$ cat src/rtl/spi_slave_xcvr.sv
`timescale 1ns/1ps
// -----------------------------------------------------------------------------
// spi_slave_xcvr
//   Mode-0 SPI responder. SCK, SS_n and MOSI are oversampled in the clk domain
//   through two-flop synchronizers. A third SCK/SS_n stage provides edge strobes.
//   Received words appear on rx_data with a one-cycle rx_valid pulse. Transmit
//   words are queued through a single-entry holding register (tx_wr / tx_full).
//
// Ports
//   clk, rst     system clock, asynchronous active-high reset
//   sck, ss_n    SPI clock (idle low) and active-low select, asynchronous
//   mosi         serial data in, asynchronous
//   miso         serial data out, 0 whenever not selected
//   tx_data      word to transmit; tx_wr writes it when tx_full is low
//   tx_full      holding register occupied
//   tx_underrun  pulse: a word load found the holding register empty
//   rx_data      last complete received word; rx_valid pulses when it updates
//   frame_err    pulse: ss_n rose with a partial word
//   active       high while a frame is selected (ACTIVE state)
// -----------------------------------------------------------------------------
module spi_slave_xcvr #(
    parameter int DATA_W = 8
) (
    input  logic              clk,
    input  logic              rst,
    input  logic              sck,
    input  logic              ss_n,
    input  logic              mosi,
    output logic              miso,
    input  logic [DATA_W-1:0] tx_data,
    input  logic              tx_wr,
    output logic              tx_full,
    output logic              tx_underrun,
    output logic [DATA_W-1:0] rx_data,
    output logic              rx_valid,
    output logic              frame_err,
    output logic              active
);

    localparam int CNT_W = $clog2(DATA_W);
    localparam logic [CNT_W-1:0] LAST_BIT = CNT_W'(DATA_W - 1);

    typedef enum logic [0:0] {
        ST_IDLE   = 1'b0,
        ST_ACTIVE = 1'b1
    } state_t;

    state_t              state_r;
    logic [2:0]          sck_sync_r;
    logic [2:0]          ss_sync_r;
    logic [1:0]          mosi_sync_r;
    logic [DATA_W-1:0]   hold_r;
    logic [DATA_W-1:0]   tx_shift_r;
    logic [DATA_W-2:0]   rx_shift_r;
    logic [CNT_W-1:0]    cnt_r;
    logic                reload_pend_r;
    logic                word_done_r;

    logic                sck_rise_s;
    logic                sck_fall_s;
    logic                ss_fall_s;
    logic                ss_rise_s;
    logic                load_s;
    logic [DATA_W-1:0]   load_word_s;

    // Pin synchronizers; ss_n stages reset high so reset release is not seen as a select.
    always_ff @(posedge clk or posedge rst) begin
        if (rst) begin
            sck_sync_r  <= 3'b000;
            ss_sync_r   <= 3'b111;
            mosi_sync_r <= 2'b00;
        end else begin
            sck_sync_r  <= {sck_sync_r[1:0], sck};
            ss_sync_r   <= {ss_sync_r[1:0], ss_n};
            mosi_sync_r <= {mosi_sync_r[0], mosi};
        end
    end

    // Edge strobes compare the second and third stages; mosi_sync_r[1] lines up with them.
    always_comb begin
        sck_rise_s = sck_sync_r[1] & ~sck_sync_r[2];
        sck_fall_s = ~sck_sync_r[1] & sck_sync_r[2];
        ss_fall_s  = ~ss_sync_r[1] & ss_sync_r[2];
        ss_rise_s  = ss_sync_r[1] & ~ss_sync_r[2];
    end

    // A word load happens at frame start and on the SCK fall after each completed word.
    always_comb begin
        load_s = 1'b0;
        if (state_r == ST_IDLE) begin
            load_s = ss_fall_s;
        end else if (ss_rise_s) begin
            load_s = 1'b0;
        end else begin
            load_s = sck_fall_s & reload_pend_r;
        end
        if (tx_full) begin
            load_word_s = hold_r;
        end else begin
            load_word_s = {DATA_W{1'b0}};
        end
    end

    // Holding register: a load empties it; a write is accepted only if it was empty at sample time.
    always_ff @(posedge clk or posedge rst) begin
        if (rst) begin
            hold_r      <= {DATA_W{1'b0}};
            tx_full     <= 1'b0;
            tx_underrun <= 1'b0;
        end else begin
            tx_underrun <= load_s & ~tx_full;
            if (load_s && tx_full) begin
                tx_full <= 1'b0;
            end else if (tx_wr && !tx_full) begin
                hold_r  <= tx_data;
                tx_full <= 1'b1;
            end else begin
                tx_full <= tx_full;
            end
        end
    end

    // Frame FSM with shift registers, bit counter and receive strobes.
    always_ff @(posedge clk or posedge rst) begin
        if (rst) begin
            state_r       <= ST_IDLE;
            active        <= 1'b0;
            tx_shift_r    <= {DATA_W{1'b0}};
            rx_shift_r    <= {(DATA_W-1){1'b0}};
            cnt_r         <= {CNT_W{1'b0}};
            reload_pend_r <= 1'b0;
            word_done_r   <= 1'b0;
            rx_data       <= {DATA_W{1'b0}};
            rx_valid      <= 1'b0;
            frame_err     <= 1'b0;
        end else begin
            word_done_r <= 1'b0;
            rx_valid    <= word_done_r;
            frame_err   <= 1'b0;
            case (state_r)
                ST_IDLE: begin
                    cnt_r         <= {CNT_W{1'b0}};
                    reload_pend_r <= 1'b0;
                    if (ss_fall_s) begin
                        state_r    <= ST_ACTIVE;
                        active     <= 1'b1;
                        tx_shift_r <= load_word_s;
                    end else begin
                        state_r <= ST_IDLE;
                        active  <= 1'b0;
                    end
                end
                ST_ACTIVE: begin
                    if (ss_rise_s) begin
                        // Deselect wins over any coincident SCK edge; a partial word is dropped.
                        state_r       <= ST_IDLE;
                        active        <= 1'b0;
                        cnt_r         <= {CNT_W{1'b0}};
                        reload_pend_r <= 1'b0;
                        frame_err     <= (cnt_r != {CNT_W{1'b0}});
                    end else if (sck_rise_s) begin
                        rx_shift_r <= {rx_shift_r[DATA_W-3:0], mosi_sync_r[1]};
                        if (cnt_r == LAST_BIT) begin
                            rx_data       <= {rx_shift_r, mosi_sync_r[1]};
                            word_done_r   <= 1'b1;
                            cnt_r         <= {CNT_W{1'b0}};
                            reload_pend_r <= 1'b1;
                        end else begin
                            cnt_r <= cnt_r + CNT_W'(1);
                        end
                    end else if (sck_fall_s) begin
                        if (reload_pend_r) begin
                            tx_shift_r    <= load_word_s;
                            reload_pend_r <= 1'b0;
                        end else begin
                            tx_shift_r <= {tx_shift_r[DATA_W-2:0], 1'b0};
                        end
                    end else begin
                        state_r <= ST_ACTIVE;
                    end
                end
                default: begin
                    state_r <= ST_IDLE;
                    active  <= 1'b0;
                end
            endcase
        end
    end

    // Registered serial output, forced low outside a frame.
    always_ff @(posedge clk or posedge rst) begin
        if (rst) begin
            miso <= 1'b0;
        end else begin
            miso <= (state_r == ST_ACTIVE) & tx_shift_r[DATA_W-1];
        end
    end

endmodule

$ cat config.mk
export PLATFORM = sky130hd
export DESIGN_NAME = spi_slave_xcvr
export DESIGN_NICKNAME = d
export VERILOG_FILES = /design/src/rtl/spi_slave_xcvr.sv
export SDC_FILE = /design/constraint.sdc
export NUM_CORES = 1
export LEC_CHECK = 0
export CAP_MARGIN = 40
export CORE_MARGIN = 4
export CORE_UTILIZATION = 48
export DETAILED_ROUTE_END_ITERATION = 8
export GPL_TIMING_DRIVEN = 0
export PLACE_DENSITY = 0.75
export SYNTH_ARGS = -nofsm -noshare
export SYNTH_HDL_FRONTEND = slang
export SYNTH_SLANG_ARGS = --single-unit
$ cat constraint.sdc
create_clock -name clk -period 1.4 [get_ports clk]
set_input_delay 0.28 -clock clk [delete_from_list [all_inputs] [get_ports clk]]
set_output_delay 0.28 -clock clk [all_outputs]
set_load 0.05 [all_outputs]
# ---- After elaboration in Yosys (flattened, before gate mapping)
# Index checks and enable logic that the tools add are counted.
dict set report word_totals {
  reg_bits 51
  inputBits 14
  out_inout_bits 14
  word_cells 83
}
dict set report classes {
  n_addsub 1
  eq_ne 9
  n_mux 31
  bitwise 15
  n_reduce_logical 10
}
# operator n
set op_table {}
lappend op_table {{8-bit 2-to-1 mux} 6}
lappend op_table {{1-bit 2-to-1 mux} 17}
lappend op_table {{8-bit one-hot mux with 2 select lines} 1}
lappend op_table {{3-bit 2-to-1 mux} 3}
lappend op_table {{1-bit inverter} 8}
lappend op_table {{4-bit AND reduction} 2}
lappend op_table {{1-bit AND} 7}
lappend op_table {{2-bit != test, second input constant} 3}
lappend op_table {{1-bit one-hot mux with 2 select lines} 3}
lappend op_table {{3-bit one-hot mux with 2 select lines} 1}
lappend op_table {{2-bit by 1-bit != test with 1-bit output, second input constant} 2}
lappend op_table {{4-bit by 1-bit != test with 1-bit output, second input constant} 1}
lappend op_table {{4-bit by 2-bit != test with 1-bit output, second input constant} 1}
lappend op_table {{2-bit AND reduction} 2}
lappend op_table {{3-bit by 1-bit adder with 3-bit output, second input constant} 1}
lappend op_table {{3-bit == test, second input constant} 1}
lappend op_table {{3-bit by 1-bit != test with 1-bit output, second input constant} 1}
lappend op_table {{3-bit AND reduction} 1}
lappend op_table {{3-bit nonzero test} 1}
lappend op_table {{1-bit logical AND} 2}
lappend op_table {{2-bit nonzero test} 1}
lappend op_table {{1-bit zero test} 1}

# ---- Longest topological paths before layout
# Gate-level depths: netlist of run 1.
dict set report logic_depth {
  ltp_word 8
  mapped_depth 5
  depth_no_buf 5
}

# ---- Least setup slack after synthesis of run 1
# OpenSTA, ideal clock, no wires.
dict set report synth_timing {
  path_type {reg-to-reg}
  start {register ss_sync_r[1]}
  end {register tx_shift_r[0]}
  arrival_ns 1.366
  t_required_ns 1.275
  slack_ns -0.090
  path_stages_with_launch 5
  n_path_buf 1
  cell_sequence {dfstp_2 nand2b_1 buf_6 a31oi_4 mux2_2}
}
dict set report synth_via {
  elab_chain_len 4
}
# element line_no
set synth_rtl {}
lappend synth_rtl {{start: declaration} 50} ;# logic [2:0] ss_sync_r;
lappend synth_rtl {{start signal: assignment} 74} ;# ss_sync_r <= {ss_sync_r[1:0], ss_n};
lappend synth_rtl {{1-bit inverter} 83} ;# ss_fall_s = ~ss_sync_r[1] & ss_sync_r[2];
lappend synth_rtl {{1-bit AND} 83}
lappend synth_rtl {{2-bit != test (no source line)} --}
lappend synth_rtl {{4-bit AND reduction (no source line) (*)} --}
lappend synth_rtl {{end signal: assignment} 128} ;# tx_shift_r <= {DATA_W{1'b0}};
lappend synth_rtl {{end signal: assignment} 147} ;# tx_shift_r <= load_word_s;
lappend synth_rtl {{end signal: assignment} 173} ;# tx_shift_r <= load_word_s;
lappend synth_rtl {{end: declaration} 53} ;# logic [DATA_W-1:0] tx_shift_r;
# Every way passes the cells marked *; elsewhere a longest branch is shown, timed or not.
# A chain may end at the register's enable or synchronous reset.

# ---- Final worst setup path of run 1
dict set report layout_timing {
  start {register ss_sync_r[2]}
  end {register rx_data[1]}
}
dict set report layout_via {
  elab_chain_len 4
}
# element line_no
set layout_rtl {}
lappend layout_rtl {{1-bit inverter} 84} ;# ss_rise_s = ss_sync_r[1] & ~ss_sync_r[2];
lappend layout_rtl {{1-bit AND} 84}
lappend layout_rtl {{1-bit inverter (no source line)} --}
lappend layout_rtl {{4-bit AND reduction (no source line)} --}
lappend layout_rtl {{end signal: assignment} 133} ;# rx_data <= {DATA_W{1'b0}};
lappend layout_rtl {{end signal: assignment} 164} ;# rx_data <= {rx_shift_r, mosi_sync_r[1]};
lappend layout_rtl {{end: declaration} 34} ;# output logic [DATA_W-1:0] rx_data,
# Every way passes these cells.

==> impl_metrics.yaml, run 1 <==
synth:
  synthFlopType: "dfrtp_1"
  synth_cells: 147
  synth_top_area_frac: 0.581
  synthArstFlopShare: 1.00
  netlist_area_um2: 2070
  yosysWarnings: 0
  synth_area_leader_cell: "dfrtp_1"
  synth.avg_cell_area_um2: 14.1
  synthTopCellsByCount: "dfrtp_1 (48), mux2_2 (31), nand2_1 (10)"
  synth_seq_cells: 51
  synth_nets: 164
  synth_area_leaders: "dfrtp_1 (58%), mux2_2 (17%), dfstp_2 (3.8%), nand3b_1 (2.5%), o21ai_0 (1.9%)"
  synth.most_common_cell: "dfrtp_1"
  synth_edf_count: 0
  yosysSeqAreaShare: 0.619
  yosys.cell_types.count: 25
critical_path:
  crit_path_start_kind: "flip-flop"
  critPathTopFamily: "flip-flops"
  path_buf_inv: 2
  slowest_stage: "dfstp_2"
  cp_cell_sequence: "nand2b_1, buf_6, buf_4, nand4_4, mux2_2"
  cp.arrival_ps: 1680
  crit_required_ps: 1590
  worst_path_largest_cell_delay_ps: 550
  crit_path_end_kind: "flip-flop"
  worst-setup-path-type: "flip-flop to flip-flop"
  cp_max_fo: 5
pwr:
  p_total_mw: 4.13
  clkPwrFrac: 0.255
  p_sw_frac: 0.282
  power_leakage_nw: 1.24
  netSwitchingPower_mw: 1.17
  intPower_mw: 2.96
  ir_worst_vdd_mv: 0.814
  pwr-share-comb: 0.249
  p_seq_frac: 0.496
  power.density_nw_per_um2: 1510
cells_and_area:
  drive_above_1_share: 0.418
  areaGrowthSynthToFinish_pct: 31.9
  antenna_cells: 0
  nets: 210
global_routing:
  grtUsageMet2: 0.286
  grt_first_pass_wirelength_um: 6620
  grt_pass1_vias: 1380
  overflow: 0
  met1_usage: 0.188
  met3_usage: 0.0547
  antenna_found_initial: 0
  grt_max_degree: 27
  grt.total_usage: 0.166
  busiest_layer: "met2"
flow_run:
  max-cap-violations: 0
die:
  start_util: 0.506
  core-area_um2: 4090
  die_h_um: 73.6
  die_area_um2: 5420
  ios: 28
  rows: 23
  dieWidth_um: 73.6
clocking:
  clkLatencyLatePin_ps: 300
  clockRootBuffer: "clkbuf_8"
  cts.clk_slew.worst_paths_ps: 90
  cts_sinks: 51
  cts_tree: "built"
  numCtsBuffers: 5
  hold_buffers: 0
  htreeDepth: 2
  clockBufferDepth: 2
run_status:
  status: "finished, violations left"
  violations: "setup timing"
detailed_routing:
  ant_nets: 0
  drt_iter0_drc: 73
  drt-vias-per-instance: 5.22
  dr.pass1.iters: 4
  post_drt_wl_per_cell_um: 16.3
  vias: 1273
  drt_wl_total_um: 3970
  remaining_drc_errors: 0
placement:
  dp_hpwl_um: 2450
  place.gp.congestion: 0.758
  numPortBuffers: 27
sta:
  fin_ws_ps: -83.8
  worst_slew_pin_slew_ps: 590
  slew_headroom: 0.606
  clock_skew_ps: 3.04
  timing.hold.ws_ps: 356
  fmax_ghz: 0.674
  report.final.slew_viol_count: 0
  rsz0062_at_grt: "yes"
  fin_crit_ps: 1480
  setup_violations: 17
  timing.final.crit_share: 1.06
  hold_viol_final: 0
worst_hold_path:
  hold_path.class: "flip-flop to flip-flop"
[repair_timing]
item | 4_1_cts | 5_1_grt
pin swaps | 2 | 3
gates cloned | 1 | 0
endpoints found under the setup margin | 37 | 24
resized for setup | 53 | 3
buffers inserted | 8 | 2
[per-layer routing]
metal  vias up  wire (µm)
met5         -          0
met4         0         56
met3         6        206
met2        41       2100
met1       629       1610
li1        597          -
[stage by stage]
stage	area, µm²	instances	setup TNS (ps)	util	setup WS, ps
2_1_floorplan	2070	147	-520	-	-65.0
3_3_place_gp	2400	224	-6590	0.588	-140
3_5_place_dp	2430	225	-3920	0.595	-197
4_1_cts	2700	242	-1180	0.661	-86.5
5_1_grt	2730	244	-1710	0.667	-119
6_report	2730	244	-1020	0.667	-83.8
[cells in the final DEF (no fill, tap or decap), types with 2 or more instances in the layout]
| cell type | instances |
|---|---|
| dfstp_2 | 3 |
| o21ai_0 | 8 |
| dfrtp_1 | 48 |
| buf_6 | 2 |
| nor2_1 | 6 |
| clkdlybuf4s50_1 | 13 |
| nand4_4 | 2 |
| mux2i_1 | 3 |
| clkdlybuf4s15_2 | 14 |
| nand3b_1 | 7 |
| nand2_1 | 10 |
| nor2b_1 | 4 |
| mux2_2 | 24 |
| buf_2 | 2 |
| ha_1 | 2 |
| inv_1 | 4 |
| mux2_4 | 7 |
| nand2b_1 | 2 |
| clkbuf_8 | 6 |
| buf_4 | 10 |
[logic make-up after synthesis]
| group | after synthesis | share of synthesized area |
|---|---|---|
| AOI/OAI and AO/OA | 13 | 0.0442 |
| DFF | 51 | 0.619 |
| adders and majority gates | 3 | 0.0182 |
| muxes | 34 | 0.183 |
| buffers and inverters | 11 | 0.0290 |
| and+or+nand+nor | 35 | 0.106 |
[power by group through the flow]
stage	Clock [mW]	Sequential, mW	Combinational [mW]
after floorplan	0	2.09	0.604
after global placement	0	2.04	0.868
after CTS	1.07	2.04	1.02
after global routing	1.12	2.09	1.13
final	1.05	2.05	1.03
after detailed placement	0	2.07	0.913
[area by class of cell]
cell class	count	area, µm²
clock inverters	2	35.0
clock buffers	6	82.6
inverters	5	22.5
well taps	50	62.6
repair buffers	38	403
plain buffers	6	43.8
fillers	288	1360
flip-flops and latches	51	1280
multi-input cells	86	798
[state kept, by name, indices dropped and copies added, names as in the netlist]
signal / cells
cnt_r: 3
tx_underrun: 1
hold_r: 8
rx_valid: 1
active: 1
frame_err: 1
tx_full: 1
reload_pend_r: 1
rx_data: 8
rx_shift_r: 7
mosi_sync_r: 2
miso: 1
tx_shift_r: 8
word_done_r: 1
sck_sync_r: 3
state_r: 1
ss_sync_r: 3
[final timing paths]
kind                              startpoint    endpoint  slack (ps)  cells past startpoint
worst max register to register  ss_sync_r[2]  rx_data[1]         -80                      5
max in group asynchronous                rst   hold_r[2]         530                      3
worst min-delay path             word_done_r    rx_valid         360                      0
min in group asynchronous                rst  rx_data[0]         380                      2
worst max-delay path            ss_sync_r[2]  rx_data[1]         -80                      5
worst min register to register   word_done_r    rx_valid         360                      0
Note: power is estimated with default switching activity, not from simulation.
==> run 2, diff against run 1 <==
--- a/config.mk
+++ b/config.mk
@@ -12,4 +12,5 @@
 export GPL_TIMING_DRIVEN = 0
 export PLACE_DENSITY = 0.75
+export SKIP_LAST_GASP = 1
 export SYNTH_ARGS = -nofsm -noshare
 export SYNTH_HDL_FRONTEND = slang
==> constraint.sdc (replaced) <==
create_clock -name clk -period 1.4 [get_ports clk]
set_input_delay 0.21 -clock clk [delete_from_list [all_inputs] [get_ports clk]]
set_output_delay 0.21 -clock clk [all_outputs]
set_load 0.05 [all_outputs]
==> impl_metrics.yaml, run 2 (synthesis gave the netlist of run 1 again) <==
run_status:
  status: "finished, violations left"
  violations: "setup timing"
cells_and_area:
  mostFrequentLayoutCell: "dfrtp_1"
  finalNonFillerCells: 243
  final_area_um2: 2680
  drive_above_1_share: 0.394
  antenna_cells: 0
  fillers: 294
  nets: 209
  areaGrowthSynthToFinish_pct: 29.5
  reg_top3: "hold_r x8, rx_data x8, tx_shift_r x8"
  final_cell_mix: "dfrtp_1 (48), mux2_2 (19), clkdlybuf4s50_1 (13), mux2_4 (12), nand2_1 (10)"
die:
  start_util: 0.506
  die_h_um: 73.6
  dieWidth_um: 73.6
  rows: 23
  ios: 28
  core-area_um2: 4090
  die_area_um2: 5420
sta:
  worst_slew_pin_slew_ps: 587
  report.final.slew_viol_count: 0
  setup_violations: 24
  slew_headroom: 0.608
  rsz0062_at_grt: "yes"
  fin_crit_ps: 1500
  fmax_ghz: 0.666
  timing.final.crit_share: 1.07
  clock_skew_ps: 2.78
  tns_ps: -1070
  fin_ws_ps: -102
  hold_viol_final: 0
detailed_routing:
  vias: 1256
  drt_iter0_drc: 85
  ant_nets: 0
  drt_wl_total_um: 3890
  remaining_drc_errors: 0
  dr.pass1.iters: 4
  post_drt_wl_per_cell_um: 16.0
  drt-vias-per-instance: 5.17
global_routing:
  antenna_found_initial: 0
  overflow: 0
  grt_first_pass_wirelength_um: 5890
  grt.total_usage: 0.146
  grt_pass1_vias: 1287
  grt_max_degree: 27
pwr:
  p_sw_frac: 0.282
  clkPwrFrac: 0.256
  p_seq_frac: 0.498
  ir_worst_vdd_mv: 0.797
  intPower_mw: 2.95
  power.density_nw_per_um2: 1530
  pwr-share-comb: 0.245
  power_leakage_nw: 1.27
  netSwitchingPower_mw: 1.16
critical_path:
  crit_required_ps: 1590
  critPathTopFamily: "flip-flops"
  path_buf_inv: 2
  slowest_stage: "dfstp_2"
  cp_cell_sequence: "nand2b_1, buf_6, a31oi_4, buf_12, mux2_4"
  worst_path_largest_cell_delay_ps: 550
  cp_max_fo: 7
  cp.arrival_ps: 1700
  crit_path_end_kind: "flip-flop"
  worst-setup-path-type: "flip-flop to flip-flop"
  crit_path_start_kind: "flip-flop"
clocking:
  clockBufferDepth: 2
  cts_sinks: 51
  htreeDepth: 2
  cts_tree: "built"
  clockRootBuffer: "clkbuf_8"
  clkLatencyLatePin_ps: 300
  numCtsBuffers: 5
  cts.clk_slew.worst_paths_ps: 90
placement:
  place_area_um2: 2430
  place.gp.congestion: 0.758
  numPortBuffers: 27
  dp_hpwl_um: 2450
  place_inst: 225
worst_hold_path:
  hold_path.class: "input pin to flip-flop"
flow_run:
  max-cap-violations: 0
==> run 2: changes by cell type in the layout (fill, tap and decap cells not counted), moves of 2 or more <==
cell and delta:
clkdlybuf4s15_2 -13, clkbuf_2 +8, mux2_2 -5, mux2_4 +5
buf_4 -3, clkdlybuf4s15_1 +3, dlygate4sd2_1 +2
==> run 2: path summary, 6_finish.rpt <==
kind / end / depth (start not counted) / start / slack, ps
max reg2reg: tx_shift_r[2] / 5 / ss_sync_r[1] / -100
min: ss_sync_r[0] / 1 / ss_n / 300
max: tx_shift_r[2] / 5 / ss_sync_r[1] / -100
min in group asynchronous: rx_data[0] / 2 / rst / 310
max in group asynchronous: hold_r[2] / 3 / rst / 600
min reg2reg: rx_valid / 0 / word_done_r / 360
==> run 2: power by group through the flow <==
stage,Combinational (mW),Sequential [mW],Clock (mW)
final,1.01,2.05,1.05
after global routing,1.11,2.09,1.12
after CTS,0.923,2.03,1.07
after detailed placement,0.913,2.07,0
after global placement,0.868,2.04,0
after floorplan,0.604,2.09,0
==> run 2: final cells by class <==
cell class / count / area (µm²) / area share
plain buffers: 6 / 43.8 / 0.0163
multi-input cells: 86 / 812 / 0.303
repair buffers: 37 / 340 / 0.127
clock inverters: 2 / 35.0 / 0.0131
clock buffers: 6 / 82.6 / 0.0308
flip-flops and latches: 51 / 1280 / 0.478
inverters: 5 / 22.5 / 0.00841
well taps: 50 / 62.6 / 0.0234
==> run 2: routing by layer <==
layer  global-route usage  vias up  wire, µm
li1                     -      594         -
met1                0.171      616      1600
met2                0.247       36      1990
met3               0.0506       10       216
met4               0.0543        0        85
met5                    0        -         0
==> run 2: per-stage QoR <==
stage / hold WS, ps / setup slack [ps] / total power, mW / utilization
6_report: 300 / -102 / 4.11 / 0.656
5_1_grt: 289 / -147 / 4.32 / 0.656
4_1_cts: 289 / -113 / 4.03 / 0.633
3_5_place_dp: 337 / -197 / 2.98 / 0.595
3_3_place_gp: 333 / -139 / 2.90 / 0.588
2_1_floorplan: 214 / -65.0 / 2.70 / -
==> run 2: what timing repair did <==
action | in CTS | in global routing
setup buffers | 4 | 5
gates cloned | 0 | 1
pin swaps | 1 | 3
hold buffers | 0 | 0
setup endpoints to repair | 37 | 33
resized for setup | 25 | 29
==> run 3, diff against run 2 <==
PLACE_DENSITY = default   (was 0.75)
PLACE_DENSITY_LB_ADDON = 0.15   (was default)
==> impl_metrics.yaml, run 3 (synthesis gave the netlist of run 1 again) <==
cells_and_area:
  antenna_cells: 0
  final_cell_mix: "dfrtp_1 (48), mux2_2 (23), clkdlybuf4s50_1 (13), nand2_1 (10), clkbuf_2 (10)"
  mostFrequentLayoutCell: "dfrtp_1"
  nets: 208
  finalNonFillerCells: 242
  areaGrowthSynthToFinish_pct: 26.4
  reg_top3: "hold_r x8, rx_data x8, tx_shift_r x8"
  fillers: 327
  drive_above_1_share: 0.396
  final_util: 0.640
sta:
  worst_slew_pin_slew_ps: 489
  rsz0062_at_grt: "yes"
  clock_skew_ps: 12.6
  fmax_ghz: 0.677
  report.final.slew_viol_count: 0
  hold_viol_final: 0
  setup_violations: 8
  timing.final.crit_share: 1.05
  fin_ws_ps: -76.6
  slew_headroom: 0.675
  fin_crit_ps: 1480
  tns_ps: -488
global_routing:
  antenna_found_initial: 0
  met1_usage: 0.189
  met3_usage: 0.0424
  busiest_layer: "met2"
  grt.total_usage: 0.151
  overflow: 0
  grt_first_pass_wirelength_um: 6180
  grt_max_degree: 37
  grtUsageMet2: 0.247
  grt_pass1_vias: 1352
placement:
  numPortBuffers: 27
  dp_hpwl_um: 2500
  place_inst: 225
  place.gp.congestion: 0.796
  dpl_worst_slack_ps: -177
critical_path:
  worst_path_largest_cell_delay_ps: 530
  crit_required_ps: 1580
  worst-setup-path-type: "flip-flop to flip-flop"
  crit_path_start_kind: "flip-flop"
  slowest_stage: "dfstp_2"
  cp.arrival_ps: 1660
  path_buf_inv: 2
  crit_path_end_kind: "flip-flop"
  r2r_slack_ps: -80
  r2r-end: "tx_shift_r[1]"
  cp_max_fo: 6
  r2r_cells: 5
  critPathTopFamily: "flip-flops"
  r2r-start: "ss_sync_r[1]"
  cp_cell_sequence: "nand2b_1, buf_6, a31oi_4, buf_12, mux2_4"
detailed_routing:
  remaining_drc_errors: 0
  dr.pass1.iters: 4
  post_drt_wl_per_cell_um: 15.1
  vias: 1246
  ant_nets: 0
  drt_wl_total_um: 3650
  drt_iter0_drc: 65
  drt-vias-per-instance: 5.15
die:
  rows: 23
  ios: 28
  dieWidth_um: 73.6
  die_h_um: 73.6
  core-area_um2: 4090
  start_util: 0.506
  die_area_um2: 5420
worst_hold_path:
  hold_path.class: "input pin to async pin"
pwr:
  power.density_nw_per_um2: 1510
  power_leakage_nw: 1.26
  p_total_mw: 3.95
  ir_worst_vdd_mv: 0.860
clocking:
  cts.clk_slew.worst_paths_ps: 90
  clockRootBuffer: "clkbuf_8"
  cts_sinks: 51
  cts_tree: "built"
  clockBufferDepth: 2
  clkLatencyLatePin_ps: 300
  htreeDepth: 2
  numCtsBuffers: 5
run_status:
  status: "finished, violations left"
  violations: "setup timing"
flow_run:
  max-cap-violations: 0
[run 3: layer usage]
metal	share of wire	wire, µm	vias to the layer above
met1	0.44	1590	622
li1	-	-	597
met2	0.51	1850	21
met4	0.015	55	0
met3	0.044	159	6
met5	0	0	-
[run 3: power by group]
group	total, mW	switching, mW	internal [mW]
Sequential	2.03	0.194	1.83
Combinational	1.02	0.476	0.543
Clock	0.907	0.458	0.450
Total	3.95	1.13	2.82
[run 3: per-stage QoR]
step	hold slack, ps	area [µm²]
6_report	234	2610
5_1_grt	261	2610
4_1_cts	256	2640
3_5_place_dp	336	2420
3_3_place_gp	334	2400
2_1_floorplan	214	2070
[run 3: timing repair]
action / CTS / global route
buffers inserted: 6 / 2
cloned: 1 / 0
pin swaps: 2 / 2
setup endpoints to repair: 37 / 36
resized for setup: 33 / 16
hold buffers: 0 / 0
[run 3: how the worst max path moves through the flow]
stage,from,endpoint,slack [ps],cells after the start
6_report,ss_sync_r[1],tx_shift_r[1],-80,5
5_1_grt,ss_sync_r[1],tx_shift_r[4],-130,5
4_1_cts,ss_sync_r[1],tx_shift_r[1],-100,5
3_5_place_dp,ss_sync_r[1],tx_shift_r[1],-180,4
3_3_place_gp,ss_sync_r[1],tx_shift_r[2],-140,4
2_1_floorplan,ss_sync_r[1],tx_shift_r[0],-60,4
[run 3: area by class of cell]
| type | instances | area (µm²) | area share |
|---|---|---|---|
| Buffer | 6 | 43.8 | 0.0168 |
| Clock buffer | 7 | 96.3 | 0.0369 |
| Clock inverter | 1 | 7.51 | 0.00287 |
| Inverter | 5 | 22.5 | 0.00862 |
| Multi-Input combinational cell | 86 | 788 | 0.302 |
| Sequential cell | 51 | 1280 | 0.490 |
| Tap cell | 50 | 62.6 | 0.0239 |
| Timing Repair Buffer | 36 | 313 | 0.120 |
